==> config.mk <==
export PLATFORM = sky130hd
export DESIGN_NAME = digit_scan_driver
export DESIGN_NICKNAME = d
export VERILOG_FILES = /design/src/rtl/digit_scan_pkg.sv /design/src/rtl/digit_scan_driver_slot_timer.sv /design/src/rtl/digit_scan_driver.sv
export SDC_FILE = /design/constraint.sdc
export NUM_CORES = 1
export LEC_CHECK = 0
export BUFFER_PORTS_ARGS = -buffer_cell sky130_fd_sc_hd__buf_2
export CAP_MARGIN = 5
export CORE_ASPECT_RATIO = 1.75
export CORE_MARGIN = 2
export CORE_UTILIZATION = 54
export CTS_CLUSTER_SIZE = 14
export DETAILED_ROUTE_END_ITERATION = 10
export GPL_TIMING_DRIVEN = 0
export PLACE_DENSITY = 0.88
export SLEW_MARGIN = 0
export SYNTH_ARGS = -nofsm -noshare
export SYNTH_HDL_FRONTEND = slang
export SYNTH_SLANG_ARGS = --single-unit
export TNS_END_PERCENT = 30
==> constraint.sdc <==
create_clock -name clk -period 3.3 [get_ports clk]
set_clock_uncertainty 0.05 [all_clocks]
set_input_delay 0.33 -clock clk [delete_from_list [all_inputs] [get_ports clk]]
set_output_delay 0.33 -clock clk [all_outputs]
set_load 0.03 [all_outputs]
==> src/rtl/digit_scan_pkg.sv <==
// Shared types and helpers for the multiplexed seven-segment digit scanner.
package digit_scan_pkg;

  typedef enum logic [1:0] {
    IDLE = 2'd0,
    DEAD = 2'd1,
    ON   = 2'd2
  } scan_state_t;

  localparam int unsigned MAX_DIGITS = 16;

  // Inactive anode vector for n digits: all ones for common anode, else zeros.
  function automatic logic [MAX_DIGITS-1:0] anode_off(input int n, input bit active_low);
    logic [MAX_DIGITS-1:0] v;
    v = '0;
    for (int i = 0; i < int'(MAX_DIGITS); i++) begin
      if (i < n) v[i] = active_low;
    end
    return v;
  endfunction

endpackage

==> src/rtl/digit_scan_driver_slot_timer.sv <==
// Per-slot cycle counter: flags the end of dead time and of the slot, and
// exposes the low counter bits of the coming cycle as the PWM phase.
module scan_slot_timer #(
  parameter int unsigned SLOT_CYCLES = 16384,
  parameter int unsigned DEAD_CYCLES = 64,
  parameter int unsigned BRIGHT_W    = 4
) (
  input  logic                clk,
  input  logic                rst,
  input  logic                clr,
  input  logic                en,
  output logic                dead_done,
  output logic                slot_last,
  output logic [BRIGHT_W-1:0] pwm_phase_c
);

  localparam int unsigned CW = $clog2(SLOT_CYCLES);

  logic [CW-1:0] cnt;
  logic [CW-1:0] cnt_nxt;

  // Next count: clear wins, otherwise count and wrap at the slot end.
  always_comb begin
    cnt_nxt = cnt;
    if (clr) begin
      cnt_nxt = '0;
    end else if (en) begin
      cnt_nxt = (cnt == CW'(SLOT_CYCLES - 1)) ? '0 : cnt + 1'b1;
    end
  end

  // Counter register.
  always_ff @(posedge clk or posedge rst) begin
    if (rst) cnt <= '0;
    else     cnt <= cnt_nxt;
  end

  assign dead_done   = (cnt == CW'(DEAD_CYCLES - 1));
  assign slot_last   = (cnt == CW'(SLOT_CYCLES - 1));
  assign pwm_phase_c = cnt_nxt[BRIGHT_W-1:0];

endmodule

==> src/rtl/digit_scan_driver.sv <==
// N-digit seven-segment scan driver with dead-time blanking, digit masking
// and optional PWM dimming. Define DIGIT_SCAN_PWM_EN to build the PWM;
// without it the brightness input is ignored and ON is fully lit.
module digit_scan_driver
  import digit_scan_pkg::*;
#(
  parameter int unsigned N_DIGITS    = 8,
  parameter int unsigned SLOT_CYCLES = 16384,
  parameter int unsigned DEAD_CYCLES = 64,
  parameter int unsigned ACTIVE_LOW  = 1,
  parameter int unsigned BRIGHT_W    = 4
) (
  input  logic                        clk,
  input  logic                        rst,
  input  logic                        en,
  input  logic [N_DIGITS-1:0]         digit_mask,
  input  logic [BRIGHT_W-1:0]         brightness,
  output logic [$clog2(N_DIGITS)-1:0] anode_sel,
  output logic [N_DIGITS-1:0]         anodos,
  output logic                        blank,
  output logic                        frame_tick
);

  localparam int unsigned SW = $clog2(N_DIGITS);
  localparam logic [MAX_DIGITS-1:0] OFF_ALL = anode_off(int'(N_DIGITS), ACTIVE_LOW != 0);
  localparam logic [N_DIGITS-1:0]   OFF     = OFF_ALL[N_DIGITS-1:0];

  // First enabled digit strictly after cur, wrapping; cur itself if it is the only one.
  function automatic logic [SW-1:0] next_digit(input logic [SW-1:0] cur,
                                               input logic [N_DIGITS-1:0] mask);
    logic [SW-1:0] idx;
    logic          found;
    next_digit = cur;
    idx        = cur;
    found      = 1'b0;
    for (int k = 0; k < int'(N_DIGITS); k++) begin
      idx = (idx == SW'(N_DIGITS - 1)) ? '0 : idx + 1'b1;
      if (!found && mask[idx]) begin
        next_digit = idx;
        found      = 1'b1;
      end
    end
  endfunction

  scan_state_t         state, state_nxt;
  logic [SW-1:0]       sel_nxt;
  logic [SW-1:0]       lowest;
  logic                tick_nxt;
  logic                lit;
  logic [N_DIGITS-1:0] anodos_nxt;
  logic                tmr_clr;
  logic                dead_done;
  logic                slot_last;
  logic [BRIGHT_W-1:0] pwm_phase_c;
  logic                pwm_ok;

  scan_slot_timer #(
    .SLOT_CYCLES (SLOT_CYCLES),
    .DEAD_CYCLES (DEAD_CYCLES),
    .BRIGHT_W    (BRIGHT_W)
  ) u_timer (
    .clk         (clk),
    .rst         (rst),
    .clr         (tmr_clr),
    .en          (!tmr_clr),
    .dead_done   (dead_done),
    .slot_last   (slot_last),
    .pwm_phase_c (pwm_phase_c)
  );

`ifdef DIGIT_SCAN_PWM_EN
  assign pwm_ok = (pwm_phase_c <= brightness);
`else
  logic unused_pwm;
  assign unused_pwm = ^{pwm_phase_c, brightness};
  assign pwm_ok     = 1'b1;
`endif

  // Next state, next digit and the values the output registers will take.
  always_comb begin
    state_nxt = state;
    sel_nxt   = anode_sel;
    tick_nxt  = 1'b0;
    lowest    = next_digit(SW'(N_DIGITS - 1), digit_mask);
    case (state)
      IDLE: begin
        if (en && (|digit_mask)) begin
          state_nxt = DEAD;
          sel_nxt   = lowest;
          tick_nxt  = 1'b1;
        end
      end
      DEAD: begin
        if (!en)            state_nxt = IDLE;
        else if (dead_done) state_nxt = ON;
      end
      ON: begin
        if (!en) begin
          state_nxt = IDLE;
        end else if (slot_last) begin
          if (digit_mask == '0) begin
            state_nxt = IDLE;
          end else begin
            state_nxt = DEAD;
            sel_nxt   = next_digit(anode_sel, digit_mask);
            tick_nxt  = (sel_nxt == lowest);
          end
        end
      end
      default: state_nxt = IDLE;
    endcase
    tmr_clr    = (state == IDLE) || (state_nxt == IDLE);
    lit        = (state_nxt == ON) && pwm_ok;
    anodos_nxt = lit ? (OFF ^ (N_DIGITS'(1) << sel_nxt)) : OFF;
  end

  // State and registered outputs.
  always_ff @(posedge clk or posedge rst) begin
    if (rst) begin
      state      <= IDLE;
      anode_sel  <= '0;
      anodos     <= OFF;
      blank      <= 1'b1;
      frame_tick <= 1'b0;
    end else begin
      state      <= state_nxt;
      anode_sel  <= sel_nxt;
      anodos     <= anodos_nxt;
      blank      <= !lit;
      frame_tick <= tick_nxt;
    end
  end

endmodule

==> results by group <==
Pwr
  – LEAKAGE: 0.001327 uW
  – Power Dens Cells: 677.4 nW/um2
  – Worst vdd ir: 0.0005224 V

Route
  – Vias/cell: 6.631
  – Drt pass-1 iters: 7
  – Post-route ant nets: 0
  – Drt initial violations: 145
  – Residual DRC: 0
  – DR WL/cell: 20.47 um
  – Via Count: 2447
  – Final wirelength: 7552 um

Worst setup path
  – Setup CP Type: reg -> reg
  – CP Capture Type: register
  – WP data required: 3.43 ns
  – Arr. time, crit path: 3.72 ns
  – Reg2Reg Depth: 14
  – Worst-path maximum fanout: 7
  – CP Launch Type: register

Timing
  – Fin crit share: 1.090
  – Hold WS: 0.2236 ns
  – Final-report max-slew violation count: 0
  – Worst rel slew slack: 0.3272
  – Unrepaired setup endpoints after global routing: true
  – Fmax: 0.2781 GHz
  – Post-layout minimum cycle time: 3.595 ns
  – Setup ws final: -0.2954 ns
  – Final hold viol count: 0
  – Final setup fails: 10
  – Slew of the pin with the lowest slew margin: 1.008 ns

Synthesis
  – Syn nets: 290
  – Mapped Area: 2562 um2
  – YS warnings: 0
  – Asr flop ratio synth: 1.000
  – Main synth FF type: dfrtp_1
  – EDFF count, synth: 0
  – Share of the synthesized area in the top cell type: 0.1953
  – Mean area per synthesized cell: 9.561 um2
  – Cells after Synth: 268
  – Synth cell types: 72
  – #FFs+latches synth: 29
  – Synth area leader: dfrtp_1
  – Synth top area cells: dfrtp_1, mux2i_1, dfstp_2, nand3_1, xnor2_1
  – Seq/Total Area, Yosys: 0.2876

Floorplan
  – Die area: 5334 um2
  – Die Ht: 95.13 um
  – Core area: 4624 um2
  – Die Span X: 56.07 um
  – # rows: 33
  – IO Pins: 28
  – Initial Utilization: 0.5541

Clock network
  – Htree depth: 2
  – Clk slew on worst S/H paths: 0.06 ns
  – Skew-Pair Late Insertion Delay: 0.28 ns
  – Hold-fix buffers, CTS: 0
  – Clock buffer count from CTS: 5
  – CTS Sinks: 29
  – Maximum buffer depth of the clock tree: 2
  – Root Driver: clkbuf_8
  – CTS tree: done

GRT
  – Grt ovf: 0
  – Vias in the first global route: 2514
  – First-pass GRT wire length: 11570 um
  – Largest net degree at the start of global routing: 30
  – Antenna violations before repair: 0
  – Total global-route track usage: 0.2797

Layout
  – Filler cells: 309
  – Area of the multi-input gates: 2053 um2
  – Antenna diodes: 0
  – Reg area: 739.5 um2
  – Total Nets Final: 338
  – Area grow syn2layout: 30.81%
  – Fin cells: 369
  – Layout cells sized above 1: 0.4038

Placement
  – Inst Count DP: 343
  – RePlAce Congestion: 1.013
  – Post-DP HPWL: 4905 um
  – IO Port Bufs: 23

Run
  – Max-cap violations: 0

Min path
  – Worst hold path type: in -> async

Run status
  – Status: finished, violations left
  – Failing checks: setup timing
-- report_power, final --
group | internal [uW] | switching (uW) | total (uW)
clock | 145 | 135 | 280
sequential | 368 | 15.7 | 383
combinational | 717 | 890 | 1610
total | 1230 | 1040 | 2270
-- flip-flops by register name (all words and copies together), names as in the netlist --
register	count
u_timer.cnt	14
anodos	8
anode_sel	3
state	2
blank	1
frame_tick	1
-- synthesized netlist by cell type (all sizes together) (3+ instances only) --
cell,n
a21oi,10
a31oi,5
and2,3
and3,5
buf,6
dfrtp,20
dfstp,9
ha,7
inv,12
mux2i,29
mux4,3
nand2,21
nand2b,3
nand3,26
nand4,3
nor2,26
nor3,3
nor4,7
o21ai,6
or3,3
xnor2,12
xor2,9
-- through the flow --
stage | util | area [um2] | power (uW) | setup slack, ns | setup TNS (ns)
CTS | 0.6729 | 3112 | 1951 | -0.1766 | -1.126
global placement | 0.6017 | 2783 | 1432 | -0.3494 | -2.770
global route | 0.7248 | 3352 | 2360 | -0.3886 | -2.663
detailed placement | 0.6017 | 2783 | 1451 | -0.4118 | -3.398
floorplan | - | 2603 | 1258 | -0.1264 | -0.1480
finish | 0.7248 | 3352 | 2271 | -0.2954 | -1.667
-- worst paths after layout --
check                                         start  slack (ns)                  endpoint
max reg2reg                  anode_sel[0]$_DFF_PP0_       -0.30      frame_tick$_DFF_PP0_
min reg2reg                u_timer.cnt[0]$_DFF_PP0_        0.44  u_timer.cnt[0]$_DFF_PP0_
min in group clk                                 en        0.28           blank$_DFF_PP1_
max in group asynchronous                       rst        2.29    anode_sel[1]$_DFF_PP0_
max                          anode_sel[0]$_DFF_PP0_       -0.30      frame_tick$_DFF_PP0_
min                                             rst        0.22  u_timer.cnt[3]$_DFF_PP0_
-- kinds of logic (layout without fill, tap and decap cells) --
family | count (synthesis) | count (layout) | share of synthesized area
AND/OR/NAND/NOR | 108 | 108 | 0.2217
AO/OA/AOI/OAI | 48 | 48 | 0.1509
multiplexers | 34 | 34 | 0.1641
flip-flops | 29 | 29 | 0.2876
XOR/XNOR | 22 | 22 | 0.1011
buffers and inverters | 20 | 69 | 0.04053
adder cells (fa/ha/maj) | 7 | 7 | 0.03418
-- final cells by class --
type / instances / share of cell area
plain buffers: 7 / 0.02240
well taps: 52 / 0.01941
inverters: 13 / 0.01493
flip-flops and latches: 29 / 0.2206
repair buffers: 41 / 0.08436
clock buffers: 5 / 0.02053
multi-input cells: 219 / 0.6125
clock inverters: 3 / 0.005226
-- per-layer routing --
metal  global-route usage  wire (um)  vias up
met5                    0          0        -
met4               0.2262        612        0
met3              0.03392        409       53
met2               0.5333       4122      144
met1               0.2595       2407     1169
li1                     -          -     1081
-- worst max-delay path, stage by stage, from the launching register on --
cell     delay (ns)
dfrtp_2        0.43
inv_1          0.14
ha_1           0.37
buf_8          0.18
mux2i_4        0.36
mux2i_2        0.18
mux2i_4        0.20
buf_4          0.16
mux2i_2        0.29
nor3b_4        0.08
nor4_4         0.28
buf_4          0.18
nor2_2         0.04
xnor2_1        0.16
o41ai_4        0.38
-- cell usage in the layout, fill, tap and decap left out, types with 3 or more instances in the layout --
cell / netlist / routed
a21oi_1: 8 / 7
a21oi_4: 1 / 3
a31oi_1: 5 / 4
and2_1: 3 / 3
and3_1: 3 / 3
buf_12: 0 / 3
buf_2: 2 / 25
buf_4: 1 / 14
buf_6: 3 / 3
clkbuf_8: 0 / 5
clkinv_2: 0 / 3
dfrtp_1: 20 / 18
dfstp_2: 9 / 9
ha_1: 7 / 5
inv_1: 10 / 10
mux2i_1: 24 / 12
mux2i_2: 3 / 6
mux2i_4: 2 / 11
mux4_2: 3 / 3
nand2_1: 21 / 20
nand2b_1: 3 / 3
nand3_1: 25 / 23
nand4_1: 3 / 3
nor2_1: 24 / 23
nor3_1: 3 / 3
nor4_1: 5 / 4
nor4_4: 0 / 3
xnor2_1: 11 / 10
xor2_1: 6 / 6
xor2_4: 2 / 3
-- what timing repair did --
action	4_1_cts	5_1_grt
hold endpoints to repair	0	0
gates resized for setup	18	38
pin swaps	3	8
endpoints found under the setup margin	12	22
buffers inserted	14	5
No activity file was read; power rests on OpenSTA's default activity.
